File: config.mk
export PLATFORM = sky130hd
export DESIGN_NAME = sdram_burst_master_flat
export DESIGN_NICKNAME = d
export VERILOG_FILES = /design/src/rtl/sdram_burst_master_if.sv /design/src/rtl/sdram_burst_master.sv /design/src/flat_wrapper.sv
export SDC_FILE = /design/constraint.sdc
export NUM_CORES = 1
export LEC_CHECK = 0
export ABC_AREA = 0
export BUFFER_PORTS_ARGS = -buffer_cell sky130_fd_sc_hd__buf_4
export CAP_MARGIN = 20
export CORE_ASPECT_RATIO = 0.8
export CORE_MARGIN = 5
export CORE_UTILIZATION = 32
export CTS_BUF_LIST = sky130_fd_sc_hd__clkbuf_8
export CTS_CLUSTER_SIZE = 28
export DETAILED_ROUTE_END_ITERATION = 16
export GPL_TIMING_DRIVEN = 0
export MAX_ROUTING_LAYER = met4
export PLACE_DENSITY = 0.86
export SKIP_CTS_REPAIR_TIMING = 1
export SLEW_MARGIN = 20
export SYNTH_ARGS = -nofsm -noshare
export SYNTH_HDL_FRONTEND = slang
export SYNTH_SLANG_ARGS = --single-unit
export TNS_END_PERCENT = 5
File: constraint.sdc
create_clock -name clk -period 1.67 [get_ports clk]
set_input_delay 0.0835 -clock clk [delete_from_list [all_inputs] [get_ports clk]]
set_output_delay 0.0835 -clock clk [all_outputs]
set_load 0.005 [all_outputs]
File: src/rtl/sdram_burst_master_if.sv
// Bundle of FIFO-side and SDRAM-controller-side signals for sdram_burst_master.
// master = the burst master itself, slave = the surrounding FIFOs/controller.
interface sdram_burst_master_if #(
  parameter int APP_ADDR_WIDTH  = 24,
  parameter int APP_BURST_WIDTH = 9,
  parameter int SDR_DQ_WIDTH    = 16,
  parameter int LEVEL_WIDTH     = 10,
  parameter int REGION_BURSTS   = 4
);
  localparam int FILL_W = $clog2(REGION_BURSTS + 1);

  logic                       enable;
  logic [LEVEL_WIDTH-1:0]     wr_fifo_level;
  logic [SDR_DQ_WIDTH-1:0]    wr_fifo_dout;
  logic                       wr_fifo_rd_en;
  logic [LEVEL_WIDTH-1:0]     rd_fifo_level;
  logic                       rd_fifo_wr_en;
  logic [SDR_DQ_WIDTH-1:0]    rd_fifo_din;

  logic                       wr_burst_req;
  logic [APP_BURST_WIDTH-1:0] wr_burst_len;
  logic [APP_ADDR_WIDTH-1:0]  wr_burst_addr;
  logic [SDR_DQ_WIDTH-1:0]    wr_burst_data;
  logic                       wr_burst_data_req;
  logic                       wr_burst_finish;

  logic                       rd_burst_req;
  logic [APP_BURST_WIDTH-1:0] rd_burst_len;
  logic [APP_ADDR_WIDTH-1:0]  rd_burst_addr;
  logic [SDR_DQ_WIDTH-1:0]    rd_burst_data;
  logic                       rd_burst_data_valid;
  logic                       rd_burst_finish;

  logic [FILL_W-1:0]          fill_bursts;

  modport master (
    input  enable, wr_fifo_level, wr_fifo_dout, rd_fifo_level,
    input  wr_burst_data_req, wr_burst_finish,
    input  rd_burst_data, rd_burst_data_valid, rd_burst_finish,
    output wr_fifo_rd_en, rd_fifo_wr_en, rd_fifo_din,
    output wr_burst_req, wr_burst_len, wr_burst_addr, wr_burst_data,
    output rd_burst_req, rd_burst_len, rd_burst_addr,
    output fill_bursts
  );

  modport slave (
    output enable, wr_fifo_level, wr_fifo_dout, rd_fifo_level,
    output wr_burst_data_req, wr_burst_finish,
    output rd_burst_data, rd_burst_data_valid, rd_burst_finish,
    input  wr_fifo_rd_en, rd_fifo_wr_en, rd_fifo_din,
    input  wr_burst_req, wr_burst_len, wr_burst_addr, wr_burst_data,
    input  rd_burst_req, rd_burst_len, rd_burst_addr,
    input  fill_bursts
  );
endinterface

File: src/rtl/sdram_burst_master.sv
// Moves whole bursts between a write FIFO, an SDRAM ring buffer and a read FIFO.
// Define SDRAM_BURST_MASTER_RR_EN for round-robin arbitration; default is write-first.
module sdram_burst_master #(
  parameter int APP_ADDR_WIDTH  = 24,
  parameter int APP_BURST_WIDTH = 9,
  parameter int SDR_DQ_WIDTH    = 16,
  parameter int LEVEL_WIDTH     = 10,
  parameter int BURST_LEN       = 256,
  parameter int REGION_BURSTS   = 4,
  parameter int BASE_ADDR       = 0
) (
  input  logic                  clk,
  input  logic                  rst,
  sdram_burst_master_if.master  bus
);
  localparam int FILL_W = $clog2(REGION_BURSTS + 1);
  localparam int PTR_W  = (REGION_BURSTS > 1) ? $clog2(REGION_BURSTS) : 1;

  localparam logic [2:0] IDLE    = 3'd0;
  localparam logic [2:0] WR_REQ  = 3'd1;
  localparam logic [2:0] WR_WAIT = 3'd2;
  localparam logic [2:0] RD_REQ  = 3'd3;
  localparam logic [2:0] RD_WAIT = 3'd4;

  localparam logic [PTR_W-1:0]       PTR_LAST  = PTR_W'(REGION_BURSTS - 1);
  localparam logic [FILL_W-1:0]      FILL_FULL = FILL_W'(REGION_BURSTS);
  localparam logic [LEVEL_WIDTH:0]   BURST_LVL = (LEVEL_WIDTH + 1)'(BURST_LEN);
  localparam logic [LEVEL_WIDTH:0]   LVL_MAX   = {1'b0, {LEVEL_WIDTH{1'b1}}};
  localparam logic [APP_ADDR_WIDTH-1:0] ADDR_BASE = APP_ADDR_WIDTH'(BASE_ADDR);
  localparam logic [APP_ADDR_WIDTH-1:0] ADDR_STEP = APP_ADDR_WIDTH'(BURST_LEN);

  logic [2:0]             state;
  logic [PTR_W-1:0]       wr_ptr;
  logic [PTR_W-1:0]       rd_ptr;
  logic [FILL_W-1:0]      fill;
  logic                   wr_req;
  logic                   rd_req;
  logic [LEVEL_WIDTH:0]   rd_space;
  logic                   wr_ok;
  logic                   rd_ok;
  logic                   grant_wr;
  logic                   grant_rd;

  always_comb begin
    rd_space = LVL_MAX - {1'b0, bus.rd_fifo_level};
    wr_ok    = bus.enable && ({1'b0, bus.wr_fifo_level} >= BURST_LVL) && (fill < FILL_FULL);
    rd_ok    = bus.enable && (fill != '0) && (rd_space >= BURST_LVL);
  end

`ifdef SDRAM_BURST_MASTER_RR_EN
  logic last_rd;

  // When both sides are ready, serve whichever did not win the previous grant.
  always_comb begin
    grant_wr = wr_ok && (!rd_ok || last_rd);
    grant_rd = rd_ok && (!wr_ok || !last_rd);
  end

  always_ff @(posedge clk or posedge rst) begin
    if (rst) begin
      last_rd <= 1'b1;
    end else if (state == IDLE) begin
      if (grant_wr)      last_rd <= 1'b0;
      else if (grant_rd) last_rd <= 1'b1;
    end
  end
`else
  always_comb begin
    grant_wr = wr_ok;
    grant_rd = rd_ok && !wr_ok;
  end
`endif

  always_ff @(posedge clk or posedge rst) begin
    if (rst) begin
      state  <= IDLE;
      wr_ptr <= '0;
      rd_ptr <= '0;
      fill   <= '0;
      wr_req <= 1'b0;
      rd_req <= 1'b0;
    end else begin
      case (state)
        IDLE: begin
          if (grant_wr) begin
            state  <= WR_REQ;
            wr_req <= 1'b1;
          end else if (grant_rd) begin
            state  <= RD_REQ;
            rd_req <= 1'b1;
          end
        end
        WR_REQ: begin
          if (bus.wr_burst_data_req) begin
            state  <= WR_WAIT;
            wr_req <= 1'b0;
          end
        end
        WR_WAIT: begin
          if (bus.wr_burst_finish) begin
            state  <= IDLE;
            wr_ptr <= (wr_ptr == PTR_LAST) ? '0 : wr_ptr + 1'b1;
            fill   <= fill + 1'b1;
          end
        end
        RD_REQ: begin
          if (bus.rd_burst_data_valid) begin
            state  <= RD_WAIT;
            rd_req <= 1'b0;
          end
        end
        RD_WAIT: begin
          if (bus.rd_burst_finish) begin
            state  <= IDLE;
            rd_ptr <= (rd_ptr == PTR_LAST) ? '0 : rd_ptr + 1'b1;
            fill   <= fill - 1'b1;
          end
        end
        default: begin
          state  <= IDLE;
          wr_req <= 1'b0;
          rd_req <= 1'b0;
        end
      endcase
    end
  end

  // Pointers only move on finish, so the addresses hold for the whole burst.
  assign bus.wr_burst_addr = ADDR_BASE + APP_ADDR_WIDTH'(wr_ptr) * ADDR_STEP;
  assign bus.rd_burst_addr = ADDR_BASE + APP_ADDR_WIDTH'(rd_ptr) * ADDR_STEP;
  assign bus.wr_burst_len  = APP_BURST_WIDTH'(BURST_LEN);
  assign bus.rd_burst_len  = APP_BURST_WIDTH'(BURST_LEN);
  assign bus.wr_burst_req  = wr_req;
  assign bus.rd_burst_req  = rd_req;
  assign bus.fill_bursts   = fill;

  assign bus.wr_fifo_rd_en = bus.wr_burst_data_req;
  assign bus.wr_burst_data = bus.wr_fifo_dout;
  assign bus.rd_fifo_wr_en = bus.rd_burst_data_valid;
  assign bus.rd_fifo_din   = bus.rd_burst_data;
endmodule

File: src/flat_wrapper.sv
// flat-port wrapper written by rule: the top's interface ports become plain ports
module sdram_burst_master_flat 
#(
  parameter int APP_ADDR_WIDTH  = 24,
  parameter int APP_BURST_WIDTH = 9,
  parameter int SDR_DQ_WIDTH    = 16,
  parameter int LEVEL_WIDTH     = 10,
  parameter int BURST_LEN       = 256,
  parameter int REGION_BURSTS   = 4,
  parameter int BASE_ADDR       = 0
)
  (clk, rst, bus_enable, bus_wr_fifo_level, bus_wr_fifo_dout, bus_rd_fifo_level, bus_wr_burst_data_req, bus_wr_burst_finish, bus_rd_burst_data, bus_rd_burst_data_valid, bus_rd_burst_finish, bus_wr_fifo_rd_en, bus_rd_fifo_wr_en, bus_rd_fifo_din, bus_wr_burst_req, bus_wr_burst_len, bus_wr_burst_addr, bus_wr_burst_data, bus_rd_burst_req, bus_rd_burst_len, bus_rd_burst_addr, bus_fill_bursts);
  sdram_burst_master_if #(.APP_ADDR_WIDTH(APP_ADDR_WIDTH), .APP_BURST_WIDTH(APP_BURST_WIDTH), .SDR_DQ_WIDTH(SDR_DQ_WIDTH), .LEVEL_WIDTH(LEVEL_WIDTH), .REGION_BURSTS(REGION_BURSTS)) bus_i ();
  input  logic clk;
  input  logic rst;
  input wire logic [$bits(bus_i.enable)-1:0] bus_enable;
  input wire logic [$bits(bus_i.wr_fifo_level)-1:0] bus_wr_fifo_level;
  input wire logic [$bits(bus_i.wr_fifo_dout)-1:0] bus_wr_fifo_dout;
  input wire logic [$bits(bus_i.rd_fifo_level)-1:0] bus_rd_fifo_level;
  input wire logic [$bits(bus_i.wr_burst_data_req)-1:0] bus_wr_burst_data_req;
  input wire logic [$bits(bus_i.wr_burst_finish)-1:0] bus_wr_burst_finish;
  input wire logic [$bits(bus_i.rd_burst_data)-1:0] bus_rd_burst_data;
  input wire logic [$bits(bus_i.rd_burst_data_valid)-1:0] bus_rd_burst_data_valid;
  input wire logic [$bits(bus_i.rd_burst_finish)-1:0] bus_rd_burst_finish;
  output wire logic [$bits(bus_i.wr_fifo_rd_en)-1:0] bus_wr_fifo_rd_en;
  output wire logic [$bits(bus_i.rd_fifo_wr_en)-1:0] bus_rd_fifo_wr_en;
  output wire logic [$bits(bus_i.rd_fifo_din)-1:0] bus_rd_fifo_din;
  output wire logic [$bits(bus_i.wr_burst_req)-1:0] bus_wr_burst_req;
  output wire logic [$bits(bus_i.wr_burst_len)-1:0] bus_wr_burst_len;
  output wire logic [$bits(bus_i.wr_burst_addr)-1:0] bus_wr_burst_addr;
  output wire logic [$bits(bus_i.wr_burst_data)-1:0] bus_wr_burst_data;
  output wire logic [$bits(bus_i.rd_burst_req)-1:0] bus_rd_burst_req;
  output wire logic [$bits(bus_i.rd_burst_len)-1:0] bus_rd_burst_len;
  output wire logic [$bits(bus_i.rd_burst_addr)-1:0] bus_rd_burst_addr;
  output wire logic [$bits(bus_i.fill_bursts)-1:0] bus_fill_bursts;
  assign bus_i.enable = bus_enable;
  assign bus_i.wr_fifo_level = bus_wr_fifo_level;
  assign bus_i.wr_fifo_dout = bus_wr_fifo_dout;
  assign bus_i.rd_fifo_level = bus_rd_fifo_level;
  assign bus_i.wr_burst_data_req = bus_wr_burst_data_req;
  assign bus_i.wr_burst_finish = bus_wr_burst_finish;
  assign bus_i.rd_burst_data = bus_rd_burst_data;
  assign bus_i.rd_burst_data_valid = bus_rd_burst_data_valid;
  assign bus_i.rd_burst_finish = bus_rd_burst_finish;
  assign bus_wr_fifo_rd_en = bus_i.wr_fifo_rd_en;
  assign bus_rd_fifo_wr_en = bus_i.rd_fifo_wr_en;
  assign bus_rd_fifo_din = bus_i.rd_fifo_din;
  assign bus_wr_burst_req = bus_i.wr_burst_req;
  assign bus_wr_burst_len = bus_i.wr_burst_len;
  assign bus_wr_burst_addr = bus_i.wr_burst_addr;
  assign bus_wr_burst_data = bus_i.wr_burst_data;
  assign bus_rd_burst_req = bus_i.rd_burst_req;
  assign bus_rd_burst_len = bus_i.rd_burst_len;
  assign bus_rd_burst_addr = bus_i.rd_burst_addr;
  assign bus_fill_bursts = bus_i.fill_bursts;
  sdram_burst_master #(.APP_ADDR_WIDTH(APP_ADDR_WIDTH), .APP_BURST_WIDTH(APP_BURST_WIDTH), .SDR_DQ_WIDTH(SDR_DQ_WIDTH), .LEVEL_WIDTH(LEVEL_WIDTH), .BURST_LEN(BURST_LEN), .REGION_BURSTS(REGION_BURSTS), .BASE_ADDR(BASE_ADDR)) u_core (.clk(clk), .rst(rst), .bus(bus_i));
endmodule
==> impl_metrics.ini, run 1 <==
[synth]
seq_area_frac_synth_pct = 19.9
postSynth.asyncResetShare_pct = 100
synthFlopType = dfrtp_1
ys_warn_count = 0
postSynthAreaPerCell_sq_um = 9.31
synthCells = 162
syn_area_sq_um = 1510
yosysUniqueCellTypes = 37
synth_enable_flop_cells = 0
synth_seq_cells = 12

[global_route]
grt_use_total_pct = 10.4
grt-ovfl-total = 0
antenna_found_initial = 0
grt_first_pass_wirelength_um = 5150
grt_pass1_vias = 1080
grt_max_degree = 13

[placed_design]
placedInstanceArea_sq_um = 2210
place_ws_ns = -0.100
gp_congestion = 0.833
place_inst = 335
hpwlAfterDp_um = 3120
port_buffers = 53

[power]
power.total_mw = 2.23
intPower_mw = 1.45
clkPwrFrac_pct = 14.0
swShare_pct = 35.0
p_sw_mw = 0.781
p_comb_share_pct = 61.5
seqPwrFrac_pct = 24.5
p_leak_nw = 1.38
peakVddDrop_v = 0.000543
p_per_area_nw_per_um2 = 962

[setup_path]
cpLargestDelayFamily = simple AND/OR/NAND/NOR gates
crit_required_ns = 1.80
r2r_end = u_core.bus.fill_bursts[2]
crit_start = u_core.state[0]
worst-path-buf-inv = 1
rr_worst_depth = 7
cp.arrival_ns = 1.73
crit_fanout = 3
start_kind = flop
critical_path_class = flop to flop
slowest_delay_ns = 0.37
path_cells = buf_6 > nor2_4 > nand2_2 > fa_2 > and4bb_2 > o21ai_2 > xnor2_1
crit_end = u_core.bus.fill_bursts[2]
cp-end-kind = flop
critPathSlowestCell = dfrtp_1
r2r-start = u_core.state[0]
path_depth = 7
r2r_slack_ns = 0.07

[timing]
fmax_mhz = 623
final_max_slew_viol_count = 0
skew_ns = 0.000568
fin_ws_ns = 0.0650
hold_viol = 0
finalSetupTns_ns = 0
post-route-min-period_ns = 1.60
hold_slack_ns = 0.0669
grt_setup_unrepaired = no
finalCritPeriodShare_pct = 96.1
setup_violations = 0

[detailed_routing]
vias = 1174
vias_per_cell = 3.41
drt-total-wl_um = 3440
firstDrtPassIters = 4
wl_per_cell_um = 10.0
drt_iter0_drc = 35
drt_drc_violations_left = 0
ant_nets = 0

[clock_tree]
clk_latency_ns = 0.24
clk_pin_slew_ns = 0.05
numCtsBuffers = 3
clock-sinks = 12
htreeDepth = 1
cts_root_buf = clkbuf_8
cts_buffer_depth = 2
tritoncts = built

[layout]
drive_above_1_share_pct = 63.0
diodes = 0
fin_nets = 347
layout_common_cells = buf_4, conb_1, dfrtp_1, inv_1
area_growth_pct = 53.7
fin_cells = 344
fin_util_pct = 50.7
layout_commonest_cell = buf_4
final_area_sq_um = 2320

[floorplanning]
dieArea_sq_um = 6190
ios = 164
die_y_um = 71.4
coreArea_sq_um = 4570
die_w_um = 86.7
initial_utilization_pct = 33.0
rows = 22

[status]
status = complete, no violations

[min_path]
hold_class = input pin to flop

[flow_run]
maxCapViolations = 0
## sequential cells by signal (all words and copies together) (netlist names)
| register | count |
|---|---|
| u_core.bus.rd_burst_req | 1 |
| u_core.rd_ptr | 2 |
| u_core.wr_ptr | 2 |
| u_core.bus.wr_burst_req | 1 |
| u_core.bus.fill_bursts | 3 |
| u_core.state | 3 |
## worst reg2reg max path, cell delays in order, from the launching register on
cell and delay [ns]:
dfrtp_1 0.37, buf_6 0.13, nor2_4 0.11, nand2_2 0.07, fa_2 0.34, and4bb_2 0.30
o21ai_2 0.06, xnor2_1 0.12
## kinds of logic after synthesis
| logic type | synth area share, % |
|---|---|
| XOR/XNOR | 1.16 |
| AND/OR/NAND/NOR | 8.96 |
| flip-flops | 19.9 |
| adder cells (fa/ha/maj) | 2.99 |
| other | 0.498 |
| AO/OA/AOI/OAI | 10.1 |
| buffers and inverters | 51.7 |
| multiplexers | 4.65 |
## cells in the mapped netlist (2+ instances only)
| master | number | area, sq um |
|---|---|---|
| xnor2_1 | 2 | 17.5 |
| nand2_1 | 2 | 7.51 |
| buf_4 | 97 | 728 |
| nor2_1 | 4 | 15.0 |
| dfrtp_1 | 12 | 300 |
| ha_1 | 2 | 25.0 |
| inv_1 | 6 | 22.5 |
| nor2_4 | 2 | 22.5 |
| conb_1 | 2 | 7.51 |
| nand3b_4 | 2 | 40.0 |
| mux2_4 | 4 | 60.1 |
| buf_6 | 2 | 22.5 |
## worst min-delay path by stage
stage / cells past startpoint / endpoint / start
floorplan: 1 / u_core.bus.fill_bursts[0] / rst
global placement: 2 / u_core.rd_ptr[1] / rst
detailed placement: 2 / u_core.rd_ptr[1] / rst
CTS: 2 / u_core.rd_ptr[1] / rst
global route: 2 / u_core.state[2] / bus_rd_burst_finish
finish: 2 / u_core.state[2] / bus_rd_burst_finish
## final cells by class
cell class	instances	area, sq um
Multi-Input combinational cell	104	666
Timing Repair Buffer	58	438
Tap cell	60	75.1
Clock buffer	4	55.1
Buffer	99	754
Inverter	7	28.8
Fill cell	449	2250
Sequential cell	12	300
## layer usage
layer,vias up,track usage [%],wire [um]
met1,499,11.7,1200
met2,59,18.2,1890
met5,-,-,0
met3,5,3.33,335
met4,0,1.56,17
li1,611,-,-
## power by group through the flow
stage	Combinational (mW)	Clock, mW	Sequential, mW
after floorplan	0.872	0	0.543
after global placement	1.23	0	0.543
after detailed placement	1.27	0	0.550
after CTS	1.27	0.324	0.549
after global routing	1.51	0.333	0.573
final	1.37	0.312	0.546
Note: power is estimated with default switching activity, not from simulation.
==> run 2: changes to the inputs <==
- CORE_ASPECT_RATIO: 0.8 -> 1.75
==> impl_metrics.ini, run 2 (synthesis results as in run 1) <==
[clock_tree]
clk_latency_ns = 0.24
numCtsBuffers = 3
htreeDepth = 1
tritoncts = built
clock-sinks = 12
cts_root_buf = clkbuf_8
clk_pin_slew_ns = 0.05
cts_buffer_depth = 2

[setup_path]
r2r_end = u_core.bus.fill_bursts[2]
critical_path_class = flop to flop
cp.arrival_ns = 1.75
crit_fanout = 7
cp-end-kind = flop
rr_worst_depth = 7
r2r_slack_ns = 0.04
start_kind = flop
crit_required_ns = 1.79
r2r-start = u_core.state[0]

[min_path]
whs_path_depth = 2
min_from = bus_rd_burst_finish
hold-path-endpoint = u_core.state[2]
hold_class = input pin to flop

[floorplanning]
coreArea_sq_um = 4620
initial_utilization_pct = 32.6
rows = 33
ios = 164
die_w_um = 61.9
dieArea_sq_um = 6240
die_y_um = 101

[detailed_routing]
drt_iter0_drc = 16
vias = 1258
firstDrtPassIters = 3
ant_nets = 0
drt_drc_violations_left = 0
wl_per_cell_um = 10.2
drt-total-wl_um = 3430
vias_per_cell = 3.73

[global_route]
top_usage_layer = met2
grt-ovfl-total = 0
grt_use_total_pct = 10.2
grtUsageMet3_pct = 2.18
grt_max_degree = 13
grt_pass1_vias = 1247
antenna_found_initial = 0
grt_util_met2_pct = 17.2
grt_first_pass_wirelength_um = 4850
use_met1_pct = 11.9

[power]
p_leak_nw = 1.38
power.total_mw = 2.21
p_per_area_nw_per_um2 = 956
peakVddDrop_v = 0.000667

[layout]
regArea_sq_um = 300
n_fill_cell = 453
drive_above_1_share_pct = 63.2
diodes = 0
fin_util_pct = 49.9
fin_nets = 349
area_growth_pct = 53.1
multiInputGateArea_sq_um = 666
layout_commonest_cell = buf_4
layout_common_cells = buf_4, conb_1, dfrtp_1, inv_1, mux2_4

[timing]
finalCritPeriodShare_pct = 97.7
finalSetupTns_ns = 0
hold_viol = 0
grt_setup_unrepaired = yes
final_max_slew_viol_count = 0
fmax_mhz = 613
post-route-min-period_ns = 1.63
fin_ws_ns = 0.0384
skew_ns = 0.00133
hold_slack_ns = 0.0721
setup_violations = 0

[placed_design]
hpwlAfterDp_um = 3100
port_buffers = 53
gp_congestion = 0.833
place_ws_ns = -0.0983

[flow_run]
maxCapViolations = 0

[status]
status = complete, no violations
## run 2: cell count changes in the layout (fill, tap and decap cells not counted), sizes merged
cell and change:
clkbuf -1, buf +2
## run 2: where the power goes
| group | switching [mW] | internal (mW) | leakage (nW) |
|---|---|---|---|
| clock | 0.103 | 0.159 | 0.0216 |
| combinational | 0.560 | 0.830 | 1.21 |
| sequential | 0.118 | 0.437 | 0.147 |
| total | 0.781 | 1.43 | 1.38 |
## run 2: worst max-delay path by stage
stage	to	slack [ns]	startpoint
finish	u_core.bus.fill_bursts[2]	0.04	u_core.state[0]
global route	u_core.bus.fill_bursts[2]	-0.06	u_core.state[0]
CTS	u_core.bus.fill_bursts[2]	-0.11	u_core.state[0]
detailed placement	u_core.bus.fill_bursts[2]	-0.1	u_core.state[0]
global placement	u_core.bus.fill_bursts[2]	-0.05	u_core.state[0]
floorplan	u_core.bus.fill_bursts[2]	0.002	u_core.state[0]
## run 2: metrics by stage
stage                     area, sq um  instances
final                            2310        337
after CTS                        2240        330
after global placement           2200        327
after global routing             2310        337
after detailed placement         2200        327
after floorplan                  1730        222
## run 2: critical path, stage by stage, from the launching register on
cell and delay [ns]:
dfrtp_1 0.37, buf_6 0.14, nor2_4 0.11, nand2_2 0.08
fa_2 0.34, and4bb_2 0.30, o21ai_2 0.06, xnor2_1 0.13
## run 2: layer usage
layer / vias up / routed length (um)
met4: 0 / 27
met1: 520 / 1200
met2: 121 / 1590
li1: 613 / -
met5: - / 0
met3: 4 / 619
## run 2: cell type report
type                       instances  area share, %
buffer                            99           32.7
clock buffer                       3           1.79
inverter                           7           1.25
multi-input combinational        104           28.8
sequential                        12           13.0
tap                               52           2.82
timing repair buffer              60           19.6
